### src/rtl/miner_pkg.sv
// Shared miner definitions: lane/nonce defaults and the result collector state type.
// Optional build macro SHA_COLLECTOR_WATCHDOG_EN adds the TIMEDOUT state.
package miner_pkg;

  // Defaults shared with the lane array and the nonce counter
  localparam int unsigned NUM_LANES_DEF = 4;
  localparam int unsigned NONCE_W_DEF   = 32;

  typedef enum logic [2:0] {
    ST_IDLE      = 3'd0,
    ST_COLLECT   = 3'd1,
    ST_FOUND     = 3'd2,
    ST_EXHAUSTED = 3'd3
`ifdef SHA_COLLECTOR_WATCHDOG_EN
    ,
    ST_TIMEDOUT  = 3'd4
`endif
  } collector_state_t;

endpackage

### src/rtl/lane_prio_enc.sv
// Lowest-index priority encoder: NUM_LANES request bits to a LANE_W index plus an any-bit flag.
module lane_prio_enc #(
  parameter int unsigned NUM_LANES = 4
) (
  input  logic [NUM_LANES-1:0]         i_req,
  output logic [$clog2(NUM_LANES)-1:0] o_idx_c,
  output logic                         o_any_c
);

  localparam int unsigned LANE_W = $clog2(NUM_LANES);

  // Scan from the top down so the lowest set index is the one that sticks
  always_comb begin
    o_idx_c = '0;
    for (int i = NUM_LANES - 1; i >= 0; i--) begin
      if (i_req[i]) begin
        o_idx_c = LANE_W'(i);
      end
    end
  end

  assign o_any_c = |i_req;

endmodule

### src/rtl/sha_result_collector.sv
// Collects per-lane done/hit flags for one mining round and returns the controller
// handshake (complete / valid / finished_validating) plus the winning lane and nonce.
// Optional build macro SHA_COLLECTOR_WATCHDOG_EN adds a COLLECT-phase watchdog.
module sha_result_collector
  import miner_pkg::*;
#(
  parameter int unsigned NUM_LANES = NUM_LANES_DEF,
  parameter int unsigned NONCE_W   = NONCE_W_DEF,
  parameter int unsigned TIMEOUT   = 1024
) (
  input  logic                         clk,
  input  logic                         n_rst,
  input  logic                         begin_sha,
  input  logic [NONCE_W-1:0]           base_nonce,
  input  logic [NUM_LANES-1:0]         lane_done,
  input  logic [NUM_LANES-1:0]         lane_hit,
  output logic                         complete,
  output logic                         valid,
  output logic                         finished_validating,
  output logic [$clog2(NUM_LANES)-1:0] win_lane,
  output logic [NONCE_W-1:0]           win_nonce,
  output logic                         timeout
);

  localparam int unsigned LANE_W = $clog2(NUM_LANES);

  // Elaboration-time parameter sanity
  if ((NUM_LANES < 2) || (NUM_LANES > 32) || ((NUM_LANES & (NUM_LANES - 1)) != 0)) begin : g_bad_lanes
    $error("NUM_LANES must be a power of two in 2..32");
  end
  if (TIMEOUT < 1) begin : g_bad_timeout
    $error("TIMEOUT must be at least 1");
  end

  collector_state_t r_state, w_state_nxt;

  logic [NUM_LANES-1:0] r_done_mask, w_done_mask_nxt;
  logic [NUM_LANES-1:0] w_new, w_hits, w_mask_all;
  logic [NONCE_W-1:0]   r_nonce, w_nonce_nxt;
  logic [NONCE_W-1:0]   r_win_nonce, w_win_nonce_nxt;
  logic [LANE_W-1:0]    r_win_lane, w_win_lane_nxt;
  logic [LANE_W-1:0]    w_hit_idx;
  logic                 w_hit_any;
  logic                 r_complete, w_complete_nxt;
  logic                 r_valid, w_valid_nxt;
  logic                 r_finished, w_finished_nxt;

`ifdef SHA_COLLECTOR_WATCHDOG_EN
  localparam int unsigned WD_W = $clog2(TIMEOUT + 1);

  logic [WD_W-1:0] r_wd_cnt, w_wd_cnt_nxt;
  logic            r_timeout, w_timeout_nxt;
  logic            w_wd_expired;

  assign w_wd_expired = (r_wd_cnt == WD_W'(TIMEOUT));
`endif

  // Lanes reporting for the first time this round, and which of them hit
  assign w_new      = lane_done & ~r_done_mask;
  assign w_hits     = w_new & lane_hit;
  assign w_mask_all = r_done_mask | w_new;

  lane_prio_enc #(
    .NUM_LANES (NUM_LANES)
  ) u_prio (
    .i_req   (w_hits),
    .o_idx_c (w_hit_idx),
    .o_any_c (w_hit_any)
  );

  // Next-state and next-output logic; begin_sha overrides everything
  always_comb begin
    w_state_nxt     = r_state;
    w_done_mask_nxt = r_done_mask;
    w_nonce_nxt     = r_nonce;
    w_win_lane_nxt  = r_win_lane;
    w_win_nonce_nxt = r_win_nonce;
    w_complete_nxt  = 1'b0;
    w_valid_nxt     = r_valid;
    w_finished_nxt  = r_finished;
`ifdef SHA_COLLECTOR_WATCHDOG_EN
    w_wd_cnt_nxt    = r_wd_cnt;
    w_timeout_nxt   = r_timeout;
`endif

    if (begin_sha) begin
      w_state_nxt     = ST_COLLECT;
      w_done_mask_nxt = '0;
      w_nonce_nxt     = base_nonce;
      w_valid_nxt     = 1'b0;
      w_finished_nxt  = 1'b0;
`ifdef SHA_COLLECTOR_WATCHDOG_EN
      w_wd_cnt_nxt    = '0;
      w_timeout_nxt   = 1'b0;
`endif
    end else begin
      case (r_state)
        ST_COLLECT: begin
          w_done_mask_nxt = w_mask_all;
          if ((r_done_mask == '0) && (w_new != '0)) begin
            w_complete_nxt = 1'b1;
          end
`ifdef SHA_COLLECTOR_WATCHDOG_EN
          w_wd_cnt_nxt = r_wd_cnt + WD_W'(1);
`endif
          if (w_hit_any) begin
            w_win_lane_nxt  = w_hit_idx;
            w_win_nonce_nxt = r_nonce + NONCE_W'(w_hit_idx);
            w_valid_nxt     = 1'b1;
            w_state_nxt     = ST_FOUND;
          end else if (&w_mask_all) begin
            w_finished_nxt = 1'b1;
            w_state_nxt    = ST_EXHAUSTED;
          end
`ifdef SHA_COLLECTOR_WATCHDOG_EN
          else if (w_wd_expired) begin
            w_finished_nxt = 1'b1;
            w_timeout_nxt  = 1'b1;
            w_state_nxt    = ST_TIMEDOUT;
            if (r_done_mask == '0) begin
              w_complete_nxt = 1'b1;
            end
          end
`endif
        end
        default: begin
        end
      endcase
    end
  end

  // State register
  always_ff @(posedge clk or negedge n_rst) begin
    if (!n_rst) begin
      r_state <= ST_IDLE;
    end else begin
      r_state <= w_state_nxt;
    end
  end

  // Round bookkeeping and registered outputs
  always_ff @(posedge clk or negedge n_rst) begin
    if (!n_rst) begin
      r_done_mask <= '0;
      r_nonce     <= '0;
      r_win_lane  <= '0;
      r_win_nonce <= '0;
      r_complete  <= 1'b0;
      r_valid     <= 1'b0;
      r_finished  <= 1'b0;
    end else begin
      r_done_mask <= w_done_mask_nxt;
      r_nonce     <= w_nonce_nxt;
      r_win_lane  <= w_win_lane_nxt;
      r_win_nonce <= w_win_nonce_nxt;
      r_complete  <= w_complete_nxt;
      r_valid     <= w_valid_nxt;
      r_finished  <= w_finished_nxt;
    end
  end

`ifdef SHA_COLLECTOR_WATCHDOG_EN
  // Watchdog counter and its sticky timeout flag
  always_ff @(posedge clk or negedge n_rst) begin
    if (!n_rst) begin
      r_wd_cnt  <= '0;
      r_timeout <= 1'b0;
    end else begin
      r_wd_cnt  <= w_wd_cnt_nxt;
      r_timeout <= w_timeout_nxt;
    end
  end

  assign timeout = r_timeout;
`else
  assign timeout = 1'b0;
`endif

  assign complete            = r_complete;
  assign valid               = r_valid;
  assign finished_validating = r_finished;
  assign win_lane            = r_win_lane;
  assign win_nonce           = r_win_nonce;

endmodule
### config.mk
export PLATFORM = sky130hd
export DESIGN_NAME = sha_result_collector
export DESIGN_NICKNAME = d
export VERILOG_FILES = /design/src/rtl/miner_pkg.sv /design/src/rtl/lane_prio_enc.sv /design/src/rtl/sha_result_collector.sv
export SDC_FILE = /design/constraint.sdc
export NUM_CORES = 1
export LEC_CHECK = 0
export BUFFER_PORTS_ARGS = -buffer_cell sky130_fd_sc_hd__clkbuf_2
export CORE_UTILIZATION = 58
export CTS_CLUSTER_DIAMETER = 200
export DETAILED_ROUTE_END_ITERATION = 8
export PLACE_DENSITY = 0.91
export SYNTH_ARGS = -nofsm -noshare
export SYNTH_HDL_FRONTEND = slang
export SYNTH_SLANG_ARGS = --single-unit
### constraint.sdc
create_clock -name clk -period 5.03 [get_ports clk]
set_input_delay 0.7545 -clock clk [delete_from_list [all_inputs] [get_ports clk]]
set_output_delay 0.7545 -clock clk [all_outputs]
set_load 0.02 [all_outputs]
==> flow_summary.ini, run 1 <==
[sta]
clk_skew_ns = 0.00993
timing_hold_violations_final = 0
finalCriticalPeriod_ns = 3.74
slew_viol_final = 0
timing.max_slew.rel_slack = 0.294
tns_ns = 0
final_min_period_over_clock_period = 0.744
grt_setup_unrepaired = false
timing_worst_slew_pin_value_ns = 1.06
setup-violations-final = 0
fmax_mhz = 267

[worst_setup_path]
most_common_cell_on_crit_path = sky130_fd_sc_hd__or4_1
cp.buffers_inverters = 2
worst-endpoint-required_ns = 5.29
critical_path.startpoint_type = primary input
critical_path.slowest_cell = sky130_fd_sc_hd__or4_1
worstPathArrival_ns = 4.00
endpoint_class_of_the_critical_path = register
crit_fanout = 8
timing.critical_path.max_delay_family = simple AND/OR/NAND/NOR gates
timing.critical_path.cells = clkbuf_2 -> nand3b_1 -> nand2b_1 -> a21boi_0 -> ha_1 -> inv_1 -> fa_1 -> nand4b_1 -> or4_1 -> or4_1 -> a31oi_1
critical_path.reg2reg.startpoint = r_done_mask[3]$_DFFE_PN0N_
startpoint = lane_done[3]
criticalPathCategory = primary input to register
critPathMaxStageDelay_ns = 0.60

[synth]
count_of_mapped_cells_out_of_synthesis = 346
dominantRegCellSynth = sky130_fd_sc_hd__dfrtp_1
postSynth.asyncResetShare = 1.00
ys_seq_area_frac = 0.519
mappedNetlistNets = 392
syn_area_per_cell_sq_um = 10.5
yosysWarnings = 0
edff_count_synth = 0
synth.cell_area_sq_um = 3620
yosysUniqueCellTypes = 42
ff_latch_count_synth = 75

[drt]
initial_drc_count = 208
wl_per_cell_microns = 16.5
detailroute.via_count = 3054
post_route_ant_nets = 0
route.final.wire_length_microns = 8220
drc_errors = 0
detailedRoute.firstPassIterationCount = 5
post_drt_via_cell_ratio = 6.12

[floorplan]
fp.dieArea_sq_um = 6560
rows = 28
core_sq_um = 5960
io_pins = 81
start_util = 0.608
die_span_x_microns = 81.0
chipHeight_microns = 81.0

[cts]
ctsHtreeMaxLevel = 3
cts_tree = done
cts_buffer_depth = 2
count_of_buffers_added_by_post_cts_timing_repair_for_setup = 0
cts.repair.resized = 0
clk_transition_reported_paths_ns = 0.07
cts_root_buf = sky130_fd_sc_hd__clkbuf_8
tritoncts_num_sinks = 75
tritoncts.num_buffers = 9
clock_latency_ns = 0.34
cts_hold_repair.buffers = 0

[cells_and_area]
leading_cell_type_in_the_layout_fill_and_taps_excluded = sky130_fd_sc_hd__clkbuf_2
final_net_count = 466
postLayoutCoreUtil = 0.711
fin_cells = 499
antenna-diode-count = 0
post_route_cells_drive_above_1_share = 0.307
syn2layout_area_growth_pct = 17.1
highest_count_cells_in_the_layout_ignoring_fill_and_taps = 78 x sky130_fd_sc_hd__clkbuf_2, 75 x sky130_fd_sc_hd__dfrtp_1, 39 x sky130_fd_sc_hd__nor2_1
layout.cell_area.non_filler_sq_um = 4240

[job]
max_cap_viols = 0

[placed_design]
routabilityCongestion = 0.858
placed_inst_area_sq_um = 4060
post-dp-hpwl_microns = 5740
numPortBuffers = 79
dpl.cell_count = 484

[status]
status = finished clean

[power]
comb_power_share = 0.292
power.share.sequential = 0.473
power.net_switching_mw = 0.649
power.density_cell_area_nw_per_um2 = 427
static-leakage-power_nw = 1.81
irDropWorstVdd_v = 0.000272
power.internal_mw = 1.16
clockPowerShare = 0.236
p_sw_frac = 0.359

[hold_path]
min-delay-path-class = register to register
worstHoldStart = finished_validating$_DFFE_PN0P_

[global_route]
global_route_wire_length_before_repair_microns = 13500
grt_util_all_layers = 0.273
grt_start_max_net_pins = 76
grt_antenna_before_repair = 0
global_route.overflow_total = 0
number_of_global_route_vias_before_repair = 2965
-- final timing paths --
kind | end | slack, ns | depth (start not counted)
worst max-delay path | win_nonce[30]$_DFFE_PN0P_ | 1.29 | 11
worst min-delay path | finished_validating$_DFFE_PN0P_ | 0.51 | 2
worst max register to register | win_nonce[30]$_DFFE_PN0P_ | 1.31 | 10
worst min register to register | finished_validating$_DFFE_PN0P_ | 0.51 | 2
max in group asynchronous | win_nonce[5]$_DFFE_PN0P_ | 3.87 | 1
min in group asynchronous | win_nonce[31]$_DFFE_PN0P_ | 0.53 | 1
-- per-layer routing --
layer | GRT usage | routed length [microns] | up-vias | share of wire
met5 | 0 | 0 | - | 0
met4 | 0.120 | 195 | 0 | 0.024
met3 | 0.0494 | 552 | 21 | 0.067
met2 | 0.466 | 4100 | 136 | 0.50
met1 | 0.339 | 3370 | 1478 | 0.41
li1 | - | - | 1419 | -
-- per-stage QoR --
| step | worst slack [ns] | hold slack, ns | power, mW |
|---|---|---|---|
| detailed placement | 1.03 | 0.497 | 1.39 |
| finish | 1.29 | 0.513 | 1.81 |
| global placement | 1.20 | 0.490 | 1.36 |
| floorplan | 1.59 | 0.459 | 1.18 |
| CTS | 1.34 | 0.513 | 1.81 |
| global route | 1.05 | 0.557 | 1.90 |
-- layout make-up --
type | count | area, sq um
Fill cell | 426 | 1720
Sequential cell | 75 | 1880
Clock inverter | 2 | 10.0
Tap cell | 75 | 93.8
Multi-Input combinational cell | 245 | 1650
Timing Repair Buffer | 80 | 405
Clock buffer | 13 | 169
Inverter | 9 | 33.8
-- logic make-up (layout without fill, tap and decap cells) --
family	count (synthesis)	after routing	share of synthesized area
AO/OA/AOI/OAI	69	69	0.113
XOR/XNOR	14	14	0.0339
adder cells (fa/ha/maj)	3	3	0.0124
buffers and inverters	26	104	0.0311
flip-flops	75	75	0.519
multiplexers	30	30	0.0934
other	1	1	0.00104
AND/OR/NAND/NOR	128	128	0.196
-- cell usage after synthesis (2+ instances only) --
master,n,share of area
sky130_fd_sc_hd__a21oi_1,22,0.030
sky130_fd_sc_hd__a31oi_1,17,0.029
sky130_fd_sc_hd__and3_1,2,0.0035
sky130_fd_sc_hd__and4_1,4,0.0097
sky130_fd_sc_hd__buf_2,3,0.0041
sky130_fd_sc_hd__clkbuf_1,11,0.011
sky130_fd_sc_hd__dfrtp_1,75,0.52
sky130_fd_sc_hd__ha_1,2,0.0069
sky130_fd_sc_hd__inv_1,9,0.0093
sky130_fd_sc_hd__mux2_2,30,0.093
sky130_fd_sc_hd__nand2_1,21,0.022
sky130_fd_sc_hd__nand2b_1,4,0.0069
sky130_fd_sc_hd__nand3_1,11,0.015
sky130_fd_sc_hd__nand3b_1,4,0.0083
sky130_fd_sc_hd__nand4_1,9,0.016
sky130_fd_sc_hd__nor2_1,39,0.040
sky130_fd_sc_hd__nor2b_1,2,0.0035
sky130_fd_sc_hd__nor4_1,4,0.0069
sky130_fd_sc_hd__o21ai_0,13,0.018
sky130_fd_sc_hd__o31ai_1,12,0.025
sky130_fd_sc_hd__or3_1,3,0.0052
sky130_fd_sc_hd__or4_1,16,0.033
sky130_fd_sc_hd__or4_4,2,0.0062
sky130_fd_sc_hd__xnor2_1,9,0.022
sky130_fd_sc_hd__xor2_1,5,0.012
-- state kept, by name, indices dropped and copies added, names as in the netlist --
register	count
r_nonce	32
win_nonce	32
r_done_mask	4
r_state	2
win_lane	2
complete	1
finished_validating	1
valid	1
-- worst reg2reg max path, stage by stage, from the launching register on --
cell and delay [ns]:
sky130_fd_sc_hd__dfrtp_1 0.42, sky130_fd_sc_hd__nand3b_1 0.29, sky130_fd_sc_hd__nand2b_1 0.21, sky130_fd_sc_hd__a21boi_0 0.30, sky130_fd_sc_hd__ha_1 0.27, sky130_fd_sc_hd__inv_1 0.07
sky130_fd_sc_hd__fa_1 0.45, sky130_fd_sc_hd__nand4b_1 0.34, sky130_fd_sc_hd__or4_1 0.60, sky130_fd_sc_hd__or4_1 0.50, sky130_fd_sc_hd__a31oi_1 0.20
-- power groups by stage --
stage	registers, mW	clock network (mW)	logic, mW
finish	0.854	0.426	0.528
global route	0.871	0.451	0.581
CTS	0.853	0.426	0.532
detailed placement	0.862	0	0.528
global placement	0.852	0	0.510
floorplan	0.977	0	0.203
(Power assumes the default switching activity.)
==> inputs of run 2 (changes only) <==
--- a/config.mk
+++ b/config.mk
@@ -6,10 +6,10 @@
 export NUM_CORES = 1
 export LEC_CHECK = 0
 export BUFFER_PORTS_ARGS = -buffer_cell sky130_fd_sc_hd__clkbuf_2
-export CORE_UTILIZATION = 58
+export CORE_UTILIZATION = 54
 export CTS_CLUSTER_DIAMETER = 200
 export DETAILED_ROUTE_END_ITERATION = 8
-export PLACE_DENSITY = 0.91
+export PLACE_DENSITY = 0.86
 export SYNTH_ARGS = -nofsm -noshare
 export SYNTH_HDL_FRONTEND = slang
 export SYNTH_SLANG_ARGS = --single-unit
==> constraint.sdc (replaced) <==
create_clock -name clk -period 3.6 [get_ports clk]
set_input_delay 0.54 -clock clk [delete_from_list [all_inputs] [get_ports clk]]
set_output_delay 0.54 -clock clk [all_outputs]
set_load 0.02 [all_outputs]
==> flow_summary.ini, run 2 (synthesis results as in run 1) <==
[status]
status = finished, violations left
failed_checks = design-rule violations

[worst_setup_path]
critical_path.startpoint_type = register
criticalPathCategory = register to register
worstRegToRegCells = 10
worstPathArrival_ns = 3.63
reg2reg_slack_ns = 0.24
cp-endpoint = win_nonce[20]$_DFFE_PN0P_
critical_path.reg2reg.startpoint = r_done_mask[3]$_DFFE_PN0N_
crit_fanout = 5
endpoint_class_of_the_critical_path = register
critical_register_to_register_path_endpoint = win_nonce[20]$_DFFE_PN0P_
startpoint = r_done_mask[3]$_DFFE_PN0N_
worst-endpoint-required_ns = 3.87

[sta]
timing_worst_slew_pin_value_ns = 0.947
slew_viol_final = 0
setup-violations-final = 0
clk_skew_ns = 0.0111
timing_hold_violations_final = 0
finalCriticalPeriod_ns = 3.36
fin_worst_hold_slack_ns = 0.314
fmax_mhz = 297
grt_setup_unrepaired = false
final_min_period_over_clock_period = 0.934
timing.max_slew.rel_slack = 0.369

[cells_and_area]
fillCellCount = 480
post_route_cells_drive_above_1_share = 0.322
postLayoutCoreUtil = 0.677
multi_input_area_sq_um = 1650
syn2layout_area_growth_pct = 20.2
leading_cell_type_in_the_layout_fill_and_taps_excluded = sky130_fd_sc_hd__clkbuf_2
register_area_sq_um = 1880
highest_count_cells_in_the_layout_ignoring_fill_and_taps = 78 x sky130_fd_sc_hd__clkbuf_2, 75 x sky130_fd_sc_hd__dfrtp_1, 39 x sky130_fd_sc_hd__nor2_1
antenna-diode-count = 0
final_net_count = 473

[cts]
tritoncts_num_sinks = 75
cts_root_buf = sky130_fd_sc_hd__clkbuf_8
cts_hold_repair.buffers = 0
ctsHtreeMaxLevel = 3
clk_transition_reported_paths_ns = 0.08
cts_tree = done
cts.repair.resized = 0
tritoncts.num_buffers = 9
clock_latency_ns = 0.36
cts_buffer_depth = 2
count_of_buffers_added_by_post_cts_timing_repair_for_setup = 0

[floorplan]
chipHeight_microns = 83.9
io_pins = 81
core_sq_um = 6420
start_util = 0.563
fp.dieArea_sq_um = 7030
rows = 29
die_span_x_microns = 83.9

[drt]
wl_per_cell_microns = 16.2
post_drt_via_cell_ratio = 5.97
drc_errors = 6
detailedRoute.firstPassIterationCount = 7
detailroute.via_count = 3038
post_route_ant_nets = 0
route.final.wire_length_microns = 8230
initial_drc_count = 147

[power]
static-leakage-power_nw = 1.86
power.density_cell_area_nw_per_um2 = 613
irDropWorstVdd_v = 0.000365
post-layout-total-power_mw = 2.67

[hold_path]
min-delay-path-class = primary input to asynchronous set/reset pin

[placed_design]
numPortBuffers = 79
post-dp-hpwl_microns = 5600
routabilityCongestion = 0.839

[job]
max_cap_viols = 0

[global_route]
grt_util_all_layers = 0.256
global_route.overflow_total = 0
number_of_global_route_vias_before_repair = 2977
grt_antenna_before_repair = 0
grt_start_max_net_pins = 76
global_route_wire_length_before_repair_microns = 14100
==> run 2: cell types whose count changed in the layout (fill, tap and decap cells not counted), moves of 2 or more <==
| cell | delta |
|---|---|
| sky130_fd_sc_hd__buf_4 | +6 |
| sky130_fd_sc_hd__clkbuf_8 | -3 |
| sky130_fd_sc_hd__clkinv_4 | +3 |
| sky130_fd_sc_hd__bufinv_16 | +2 |
==> run 2: report_power, final <==
group	switching [mW]	internal [mW]
clock network	0.331	0.395
registers	0.152	1.04
logic	0.464	0.288
total	0.948	1.72
==> run 2: critical path, stage by stage (launching register included) <==
cell and delay (ns):
sky130_fd_sc_hd__dfrtp_1 0.42, sky130_fd_sc_hd__nand3b_1 0.18, sky130_fd_sc_hd__nand2b_1 0.15, sky130_fd_sc_hd__a21boi_1 0.23
sky130_fd_sc_hd__ha_1 0.24, sky130_fd_sc_hd__inv_1 0.06, sky130_fd_sc_hd__fa_1 0.43, sky130_fd_sc_hd__nand4b_1 0.26
sky130_fd_sc_hd__or4_4 0.48, sky130_fd_sc_hd__or4b_2 0.63, sky130_fd_sc_hd__a31oi_1 0.20
==> run 2: layer usage <==
layer  global-route usage  routed length (microns)  vias to the layer above
li1                     -                        -                     1438
met1                0.308                     3460                     1486
met2                0.430                     4130                       92
met3               0.0564                      386                       22
met4                0.138                      255                        0
met5                    0                        0                        -
==> run 2: final cells by class <==
type	instances	area share
inverter	9	0.00777
clock buffer	9	0.0285
clock inverter	7	0.0230
multi-input combinational	245	0.379
sequential	75	0.432
timing repair buffer	87	0.108
tap	77	0.0222
==> run 2: metrics by stage <==
step / instance area [sq um] / cells / TNS (ns) / setup WS [ns]
2_1_floorplan: 3620 / 346 / 0 / 0.374
3_3_place_gp: 4130 / 493 / 0 / 0.150
3_5_place_dp: 4130 / 493 / -0.00310 / -0.00310
4_1_cts: 4350 / 509 / 0 / 0.146
5_1_grt: 4350 / 509 / 0 / 0.0882
6_report: 4350 / 509 / 0 / 0.236
==> run 2: worst min path at each step <==
stage	startpoint	to	slack (ns)
after global routing	n_rst	win_nonce[28]$_DFFE_PN0P_	0.41
after floorplan	n_rst	complete$_DFF_PN0_	0.24
final	n_rst	win_nonce[29]$_DFFE_PN0P_	0.31
after detailed placement	finished_validating$_DFFE_PN0P_	finished_validating$_DFFE_PN0P_	0.50
after global placement	win_nonce[2]$_DFFE_PN0P_	win_nonce[2]$_DFFE_PN0P_	0.49
after CTS	n_rst	win_nonce[14]$_DFFE_PN0P_	0.36
